<file path="config.mk">
export PLATFORM = sky130hd
export DESIGN_NAME = demux1to4_stream
export DESIGN_NICKNAME = d
export VERILOG_FILES = /design/src/rtl/demux1to4_stream.sv
export SDC_FILE = /design/constraint.sdc
export NUM_CORES = 1
export LEC_CHECK = 0
export CORE_ASPECT_RATIO = 1.5
export CORE_MARGIN = 1
export CORE_UTILIZATION = 48
export CTS_CLUSTER_SIZE = 12
export DETAILED_ROUTE_END_ITERATION = 6
export PLACE_DENSITY = 0.84
export SKIP_LAST_GASP = 1
export SLEW_MARGIN = 10
export SYNTH_ARGS = -nofsm -noshare
export SYNTH_HDL_FRONTEND = slang
export SYNTH_SLANG_ARGS = --single-unit
</file>
<file path="constraint.sdc">
create_clock -name clk -period 3.4 [get_ports clk]
set_input_delay 0.51 -clock clk [delete_from_list [all_inputs] [get_ports clk]]
set_output_delay 0.51 -clock clk [all_outputs]
set_load 0.02 [all_outputs]
</file>
<file path="src/rtl/demux1to4_stream.sv">
// Registered 1-to-4 valid/ready stream demultiplexer with a one-word holding slot per channel.
// Routing is by sel, or by an internal round-robin pointer when rr_mode is set.
module demux1to4_stream #(
  parameter int unsigned DW = 8,
  parameter int unsigned CW = 8
) (
  input  logic          clk,
  input  logic          rst,
  input  logic [DW-1:0] in_data,
  input  logic          in_valid,
  output logic          in_ready,
  input  logic [1:0]    sel,
  input  logic          rr_mode,
  output logic [DW-1:0] out_data0,
  output logic [DW-1:0] out_data1,
  output logic [DW-1:0] out_data2,
  output logic [DW-1:0] out_data3,
  output logic [3:0]    out_valid,
  input  logic [3:0]    out_ready,
  output logic [1:0]    rr_ptr,
  output logic [CW-1:0] xfer_cnt
);

  logic [1:0]    tgt;
  logic          acc;
  logic [3:0]    valid_q, valid_d;
  logic [DW-1:0] data_q [4];
  logic [DW-1:0] data_d [4];
  logic [1:0]    ptr_q, ptr_d;
  logic [CW-1:0] cnt_q, cnt_d;

  assign tgt      = rr_mode ? ptr_q : sel;
  // A full slot can still take a word in the cycle its consumer drains it.
  assign in_ready = ~valid_q[tgt] | out_ready[tgt];
  assign acc      = in_valid & in_ready;

  always_comb begin
    valid_d = valid_q & ~out_ready;
    data_d  = data_q;
    ptr_d   = ptr_q;
    cnt_d   = cnt_q;
    if (acc) begin
      valid_d[tgt] = 1'b1;
      data_d[tgt]  = in_data;
      cnt_d        = cnt_q + CW'(1);
      if (rr_mode) begin
        ptr_d = ptr_q + 2'd1;
      end
    end
  end

  always_ff @(posedge clk or posedge rst) begin
    if (rst) begin
      valid_q <= '0;
      ptr_q   <= '0;
      cnt_q   <= '0;
      for (int k = 0; k < 4; k++) begin
        data_q[k] <= '0;
      end
    end else begin
      valid_q <= valid_d;
      ptr_q   <= ptr_d;
      cnt_q   <= cnt_d;
      for (int k = 0; k < 4; k++) begin
        data_q[k] <= data_d[k];
      end
    end
  end

  assign out_data0 = data_q[0];
  assign out_data1 = data_q[1];
  assign out_data2 = data_q[2];
  assign out_data3 = data_q[3];
  assign out_valid = valid_q;
  assign rr_ptr    = ptr_q;
  assign xfer_cnt  = cnt_q;

endmodule
</file>
# Yosys cells after proc, flatten, opt, wreduce, memory -nomap -nowiden
# Index checks and enable logic that the tools add are counted.
[word_totals]
register_bits = 46
in_bits = 18
output_inout_bits = 47
elab_cells = 34
[op_classes]
addsub = 2
magnitude_cmp = 4
muxes = 11
bitwise_logic = 7
n_reduce_logical = 3
[op_table]
columns = ["cell", "count"]
rows = [
  ["32-bit bitwise mux", 1],
  ["8-bit demux with 2-bit select", 1],
  ["8-bit by 1-bit adder with 8-bit output, second input constant", 1],
  ["8-bit two-way mux", 1],
  ["4-bit bitwise AND", 1],
  ["1-bit binary-select mux with 2-bit select", 2],
  ["4-bit two-way mux", 1],
  ["4-bit inverter", 1],
  ["4-bit OR", 1],
  ["3-bit greater-or-equal comparator, second input constant", 1],
  ["2-bit by 3-bit less-than comparator with 1-bit output, second input constant", 1],
  ["3-bit by 1-bit less-than comparator with 1-bit output, second input constant", 1],
  ["1-bit two-way mux", 3],
  ["2-bit inverter with 3-bit output", 1],
  ["2-bit by 1-bit adder with 2-bit output, second input constant", 1],
  ["1-bit demux with 2-bit select", 1],
  ["2-bit by 1-bit greater-or-equal comparator with 1-bit output, second input constant", 1],
  ["1-bit logical AND", 2],
  ["2-bit two-way mux", 1],
  ["2-bit AND reduction", 1],
  ["1-bit bitwise AND", 1],
  ["1-bit inverter", 1],
  ["1-bit OR", 1],
]

# Logic depth before layout (Yosys ltp)
# Gate-level depths: netlist of the first run.
[logic_depth]
depth_word = 7
mapped_depth = 5

# Worst setup path after synthesis of the first run
# OpenSTA, ideal clock, no wires.
[synth_path]
kind = "input to output"
start = "in rr_mode"
end = "out in_ready"
arrival_time_ns = 1.591
t_required_ns = 2.890
setup_slack_ns = 1.299
stages = 3
n_path_buf = 0
cell_sequence = "mux2i_2 > mux4_2 > inv_2"
[synth_between]
elab_chain_cells = 5
elab_cells_between_ends = 7
classes_between = "5 x mux; 2 x bitwise"
[synth_lines]
columns = ["item", "line_no", "source"]
rows = [
  ["start, declared", "13", "input logic rr_mode,"],
  ["2-bit two-way mux (*)", "32", "assign tgt = rr_mode ? ptr_q : sel;"],
  ["1-bit binary-select mux with 2-bit select", "34", "assign in_ready = ~valid_q[tgt] | out_ready[tgt];"],
  ["1-bit two-way mux (not written as such)", "34", ""],
  ["1-bit inverter", "34", ""],
  ["1-bit OR (*)", "34", ""],
  ["end, declared", "11", "output logic in_ready,"],
]
# Mark *: on every way between the ends. The rest lies on a longest branch, timed or not. The select of a mux whose other input is x is not followed.

# Worst setup path in the final report of the first run
# Ends and elaborated chain as after synthesis.

==> results of run 1 <==
## metrics by stage
step                hold slack (ns)  total power [uW]  cells  setup slack [ns]  area (um2)
floorplan                     0.578              1690    135              1.30        1890
global placement              0.458              2330    243             0.298        2590
detailed placement            0.462              2390    243             0.233        2590
CTS                           0.473              2760    251             0.222        2700
global route                  0.489              2870    251             0.153        2700
finish                        0.464              2740    251             0.230        2700
## logic make-up (layout without fill, tap and decap cells)
logic type	after synthesis	in the layout	synth area share [%]
AO/OA/AOI/OAI	4	4	1.72
adder cells (fa/ha/maj)	1	1	0.662
multiplexers	37	37	22.7
XOR/XNOR	8	8	3.71
flip-flops	46	46	60.9
AND/OR/NAND/NOR	33	33	9.07
buffers and inverters	6	79	1.19
## power breakdown
part / switching (uW) / total [uW] / internal [uW]
registers: 174 / 990 / 816
logic: 665 / 1390 / 723
clock network: 173 / 359 / 186
## critical path: stages
cell and delay (ns):
clkdlybuf4s50_1 0.61, mux2i_2 0.31, mux4_2 0.56, inv_2 0.08
clkdlybuf4s50_1 0.60
## registers in the layout, indices dropped and copies added (netlist names)
signal / cells
out_data2: 8
out_data1: 8
rr_ptr: 2
out_data0: 8
xfer_cnt: 8
out_valid: 4
out_data3: 8
## cells in the final DEF, fill, tap and decap left out, drive strengths merged, types with 2 or more instances in the layout
cell           instances
buf                    2
clkbuf                 7
clkdlybuf4s50         64
dfrtp                 46
inv                    5
mux2                  34
mux2i                  2
nand2                  8
nand2b                 4
nand3                  5
nor2                   4
nor2b                  4
nor3                   4
xnor2                  5
xor2                   3
## path summary, 6_finish.rpt
kind / slack, ns / startpoint / endpoint
worst min register to register: 0.46 / xfer_cnt[7]$_DFFE_PP0P_ / xfer_cnt[7]$_DFFE_PP0P_
max in group asynchronous: 2.08 / rst / rr_ptr[1]$_DFFE_PP0P_
worst max register to register: 1.49 / rr_ptr[1]$_DFFE_PP0P_ / out_data1[7]$_DFFE_PP0P_
worst max-delay path: 0.23 / rr_mode / in_ready
min in group asynchronous: 0.73 / rst / out_data0[4]$_DFFE_PP0P_
worst min-delay path: 0.46 / xfer_cnt[7]$_DFFE_PP0P_ / xfer_cnt[7]$_DFFE_PP0P_
## area by class of cell
| class | instances | area [um2] | area share, % |
|---|---|---|---|
| Inverter | 5 | 18.8 | 0.695 |
| Clock inverter | 1 | 8.76 | 0.324 |
| Tap cell | 43 | 53.8 | 1.99 |
| Clock buffer | 7 | 96.3 | 3.57 |
| Timing Repair Buffer | 66 | 656 | 24.3 |
| Multi-Input combinational cell | 83 | 716 | 26.5 |
| Sequential cell | 46 | 1150 | 42.6 |
## per-layer routing
metal | up-vias | wire [um] | global-route usage [%] | part of all wire [%]
met3 | 7 | 317 | 8.62 | 7.5
met1 | 648 | 1580 | 22.4 | 37
met5 | - | 0 | 0 | 0
li1 | 613 | - | - | -
met4 | 0 | 51 | 7.89 | 1.2
met2 | 54 | 2280 | 39.1 | 54
## Yosys cell counts
| library cell | number | area share, % |
|---|---|---|
| xor2_1 | 3 | 1.4 |
| nand3_1 | 5 | 1.3 |
| nor4_2 | 1 | 0.66 |
| a2111oi_0 | 1 | 0.46 |
| nor2_1 | 4 | 0.79 |
| inv_2 | 1 | 0.20 |
| mux4_2 | 1 | 1.2 |
| nor2b_1 | 4 | 1.3 |
| ha_1 | 1 | 0.66 |
| mux2i_2 | 1 | 0.73 |
| clkbuf_1 | 1 | 0.20 |
| dfrtp_1 | 46 | 61 |
| or3_1 | 1 | 0.33 |
| nand4_1 | 1 | 0.33 |
| nor3_1 | 4 | 1.1 |
| nand2_1 | 8 | 1.6 |
| xnor2_1 | 5 | 2.3 |
| a21o_1 | 1 | 0.40 |
| o21bai_1 | 1 | 0.40 |
| and2_1 | 1 | 0.33 |
| mux2i_1 | 1 | 0.53 |
| o2111ai_1 | 1 | 0.46 |
| inv_1 | 4 | 0.79 |
| nand2b_1 | 4 | 1.3 |
| mux2_2 | 34 | 20 |
==> out/metrics.yaml, run 1 <==
grt:
  grt_antenna_before_repair: 0
  gr-usage-all-layers_pct: 22.1
  grt_max_degree: 47
  overflow: 0
  grt_pass1_wl_mm: 6.55
  first_global_vias: 1410
sta:
  finalHoldViolCount: 0
  finalCritPeriodShare_pct: 93.2
  finalMaxSlewViolations: 0
  rsz0062_at_grt: "no"
  fin_skew_ns: 0.00553
  worstMarginPinSlew_ns: 0.920
  setup_viol: 0
  relSlewSlack_pct: 38.6
  period_needed_ns: 3.17
  fmax_mhz: 315
  setup_tns_ns: 0
detailed_routing:
  drt.antenna.violating_nets: 0
  totalWireLength_mm: 4.23
  wire_per_inst_um: 16.9
  dr.pass1.iters: 4
  drc: 0
  vias: 1322
  drt_iter0_drc: 31
  avgViaCountPerCell: 5.27
hold_path:
  whs_path_depth: 1
  hold_class: "reg -> reg"
power_and_ir_drop:
  ir_drop_mv: 0.690
  power.density_nw_per_um2: 1010
  p_leak_uw: 0.00117
clock_network:
  clk-insertion-delay-late_ns: 0.29
  cts_max_level: 2
  cts_tree: "yes"
  hold_buffers: 0
  cts_setup_buffers: 0
  cts_resized: 0
  clk_pin_slew_worst_paths_ns: 0.08
  clockRootBuffer: "clkbuf_8"
  clockBufferDepth: 2
  numCtsBuffers: 5
  clock_sinks: 46
floorplan:
  rows: 27
  die_w_um: 53.2
  ios: 65
  die_h_um: 78.8
  dieArea_um2: 4200
  core_area_um2: 3720
  start_util_pct: 50.8
cells_and_area:
  drive_gt1_share_pct: 23.6
  diodes: 0
  area_growth_pct: 42.9
  fin_nets: 226
  fin_util_pct: 72.7
  fillers: 269
status:
  status: "completed"
logic_synthesis:
  syn_area_per_cell_um2: 14.0
  yosysWarnings: 0
  ys_seq_elements: 46
  synth_cell_types: 25
  syn_nets: 154
  synth_area_um2: 1890
  syn-instance-count: 135
  synth.yosys.seq_area_share_pct: 60.9
setup_path:
  critical_path.startpoint_type: "primary input"
  path_class: "in -> out"
  cp-end-kind: "primary output"
  path_max_fanout: 5
  ff2ff_path_depth: 5
  arrival_ns: 2.66
  cp_data_required_time_ns: 2.89
placed_design:
  port_buffers: 64
  dp_hpwl_mm: 3.18
  gp_congestion: 0.760
run:
  maxCapViolCount: 0
Power figures use the tool's default switching activity.
==> run 2: changes to the inputs <==
--- a/config.mk
+++ b/config.mk
@@ -6,7 +6,6 @@
 export NUM_CORES = 1
 export LEC_CHECK = 0
 export CORE_ASPECT_RATIO = 1.5
-export CORE_MARGIN = 1
 export CORE_UTILIZATION = 48
 export CTS_CLUSTER_SIZE = 12
 export DETAILED_ROUTE_END_ITERATION = 6
==> constraint.sdc (replaced) <==
create_clock -name clk -period 3.7 [get_ports clk]
set_input_delay 0.555 -clock clk [delete_from_list [all_inputs] [get_ports clk]]
set_output_delay 0.555 -clock clk [all_outputs]
set_load 0.02 [all_outputs]
==> run 2 against run 1 <==
Clock power grew 3%; clock-buffer cell count fell by 1; power decreased by 7.3%; sequential share of layout area unchanged; critical path type unchanged; largest power group unchanged.
==> out/metrics.yaml, run 2 (synthesis results as in run 1) <==
detailed_routing:
  drt.antenna.violating_nets: 0
  drc: 0
  totalWireLength_mm: 4.06
  drt_iter0_drc: 19
  vias: 1335
  dr.pass1.iters: 4
  avgViaCountPerCell: 5.36
  wire_per_inst_um: 16.3
placed_design:
  dp_hpwl_mm: 3.04
  gp_congestion: 0.822
  port_buffers: 64
sta:
  worstMarginPinSlew_ns: 0.898
  setup_tns_ns: 0
  finalCritPeriodShare_pct: 91.1
  fmax_mhz: 297
  rsz0062_at_grt: "no"
  setup_viol: 0
  finalHoldViolCount: 0
  period_needed_ns: 3.37
  relSlewSlack_pct: 40.1
  finalMaxSlewViolations: 0
  fin_skew_ns: 0.00395
cells_and_area:
  diodes: 0
  area_growth_pct: 42.9
  drive_gt1_share_pct: 22.8
  layout_common_cells: "clkdlybuf4s50_1 (64), dfrtp_1 (46), mux2_2 (34)"
  fin_nets: 225
  fillers: 288
  layout_commonest_cell: "clkdlybuf4s50_1"
clock_network:
  clockBufferDepth: 2
  cts_resized: 0
  clk_pin_slew_worst_paths_ns: 0.08
  clk-insertion-delay-late_ns: 0.29
  numCtsBuffers: 5
  cts_tree: "yes"
  clock_sinks: 46
  cts_setup_buffers: 0
  cts_max_level: 2
  clockRootBuffer: "clkbuf_8"
  hold_buffers: 0
run:
  maxCapViolCount: 0
setup_path:
  critical_path.startpoint_type: "primary input"
  cp_data_required_time_ns: 3.14
  cp-end-kind: "primary output"
  arrival_ns: 2.81
  path_class: "in -> out"
  path_max_fanout: 7
floorplan:
  die_w_um: 53.2
  core_area_um2: 3720
  ios: 65
  dieArea_um2: 4200
  start_util_pct: 50.8
  die_h_um: 78.8
  rows: 27
power_and_ir_drop:
  finalPower_uw: 2540
  power.density_nw_per_um2: 940
  ir_drop_mv: 0.704
  p_leak_uw: 0.00117
grt:
  first_global_vias: 1452
  overflow: 0
  grt_pass1_wl_mm: 6.76
  gr-usage-all-layers_pct: 22.8
  grt_antenna_before_repair: 0
  grt_max_degree: 47
status:
  status: "completed"
hold_path:
  hold_class: "reg -> reg"
## run 2: cell types whose count changed in the layout (fill, tap and decap cells not counted)
cell       delta
bufinv_16     +1
clkbuf_8      -1
clkinv_4      -1
buf_4         -1
## run 2: stage by stage
step           std cells  instance area [um2]  hold slack [ns]  utilization (%)  setup WS [ns]
2_1_floorplan        135                 1890            0.578                -           1.51
3_3_place_gp         242                 2590            0.458             69.6          0.415
3_5_place_dp         242                 2590            0.478             69.6          0.334
4_1_cts              249                 2700            0.493             72.7          0.307
5_1_grt              249                 2700            0.519             72.7          0.252
6_report             249                 2700            0.480             72.7          0.331
## run 2: final timing paths
kind                                               from                  endpoint  slack [ns]  cells past startpoint
worst max register to register    rr_ptr[1]$_DFFE_PP0P_  out_data1[6]$_DFFE_PP0P_        1.74                      5
worst max-delay path                            rr_mode                  in_ready        0.33                      5
min in group asynchronous                           rst   xfer_cnt[7]$_DFFE_PP0P_        0.76                      2
max in group asynchronous                           rst  out_data1[1]$_DFFE_PP0P_        2.36                      2
worst min register to register  xfer_cnt[7]$_DFFE_PP0P_   xfer_cnt[7]$_DFFE_PP0P_        0.48                      1
worst min-delay path            xfer_cnt[7]$_DFFE_PP0P_   xfer_cnt[7]$_DFFE_PP0P_        0.48                      1
## run 2: where the power goes
group	leakage [uW]	internal, uW	switching [uW]
Combinational	0.000562	662	602
Clock	0.0000573	216	155
Sequential	0.000548	749	153
Total	0.00117	1630	910
## run 2: area by class of cell
cell class	count	area [um2]	area share, %
sequential	46	1150	42.6
multi-input combinational	83	716	26.5
timing repair buffer	65	648	24.0
clock buffer	6	82.6	3.06
tap	43	53.8	1.99
clock inverter	1	30.0	1.11
inverter	5	18.8	0.695
## run 2: layer usage
layer,share of wire (%),up-vias,global-route usage (%)
met1,38,655,25.3
met2,52,60,37.3
met3,7.8,12,8.43
met5,0,-,0
met4,2.3,0,10.8
li1,-,608,-
## run 2: worst max-delay path, stage by stage
cell and delay, ns:
clkdlybuf4s50_1 0.61, mux2i_2 0.31, mux4_2 0.63, inv_2 0.10, clkdlybuf4s50_1 0.60
==> run 3: changes to the inputs <==
--- a/config.mk
+++ b/config.mk
@@ -5,6 +5,7 @@
 export SDC_FILE = /design/constraint.sdc
 export NUM_CORES = 1
 export LEC_CHECK = 0
+export CAP_MARGIN = 20
 export CORE_ASPECT_RATIO = 1.5
 export CORE_UTILIZATION = 48
 export CTS_CLUSTER_SIZE = 12
==> results of run 3 <==
The final DEF is identical to that of run 2; final timing and power are the same.
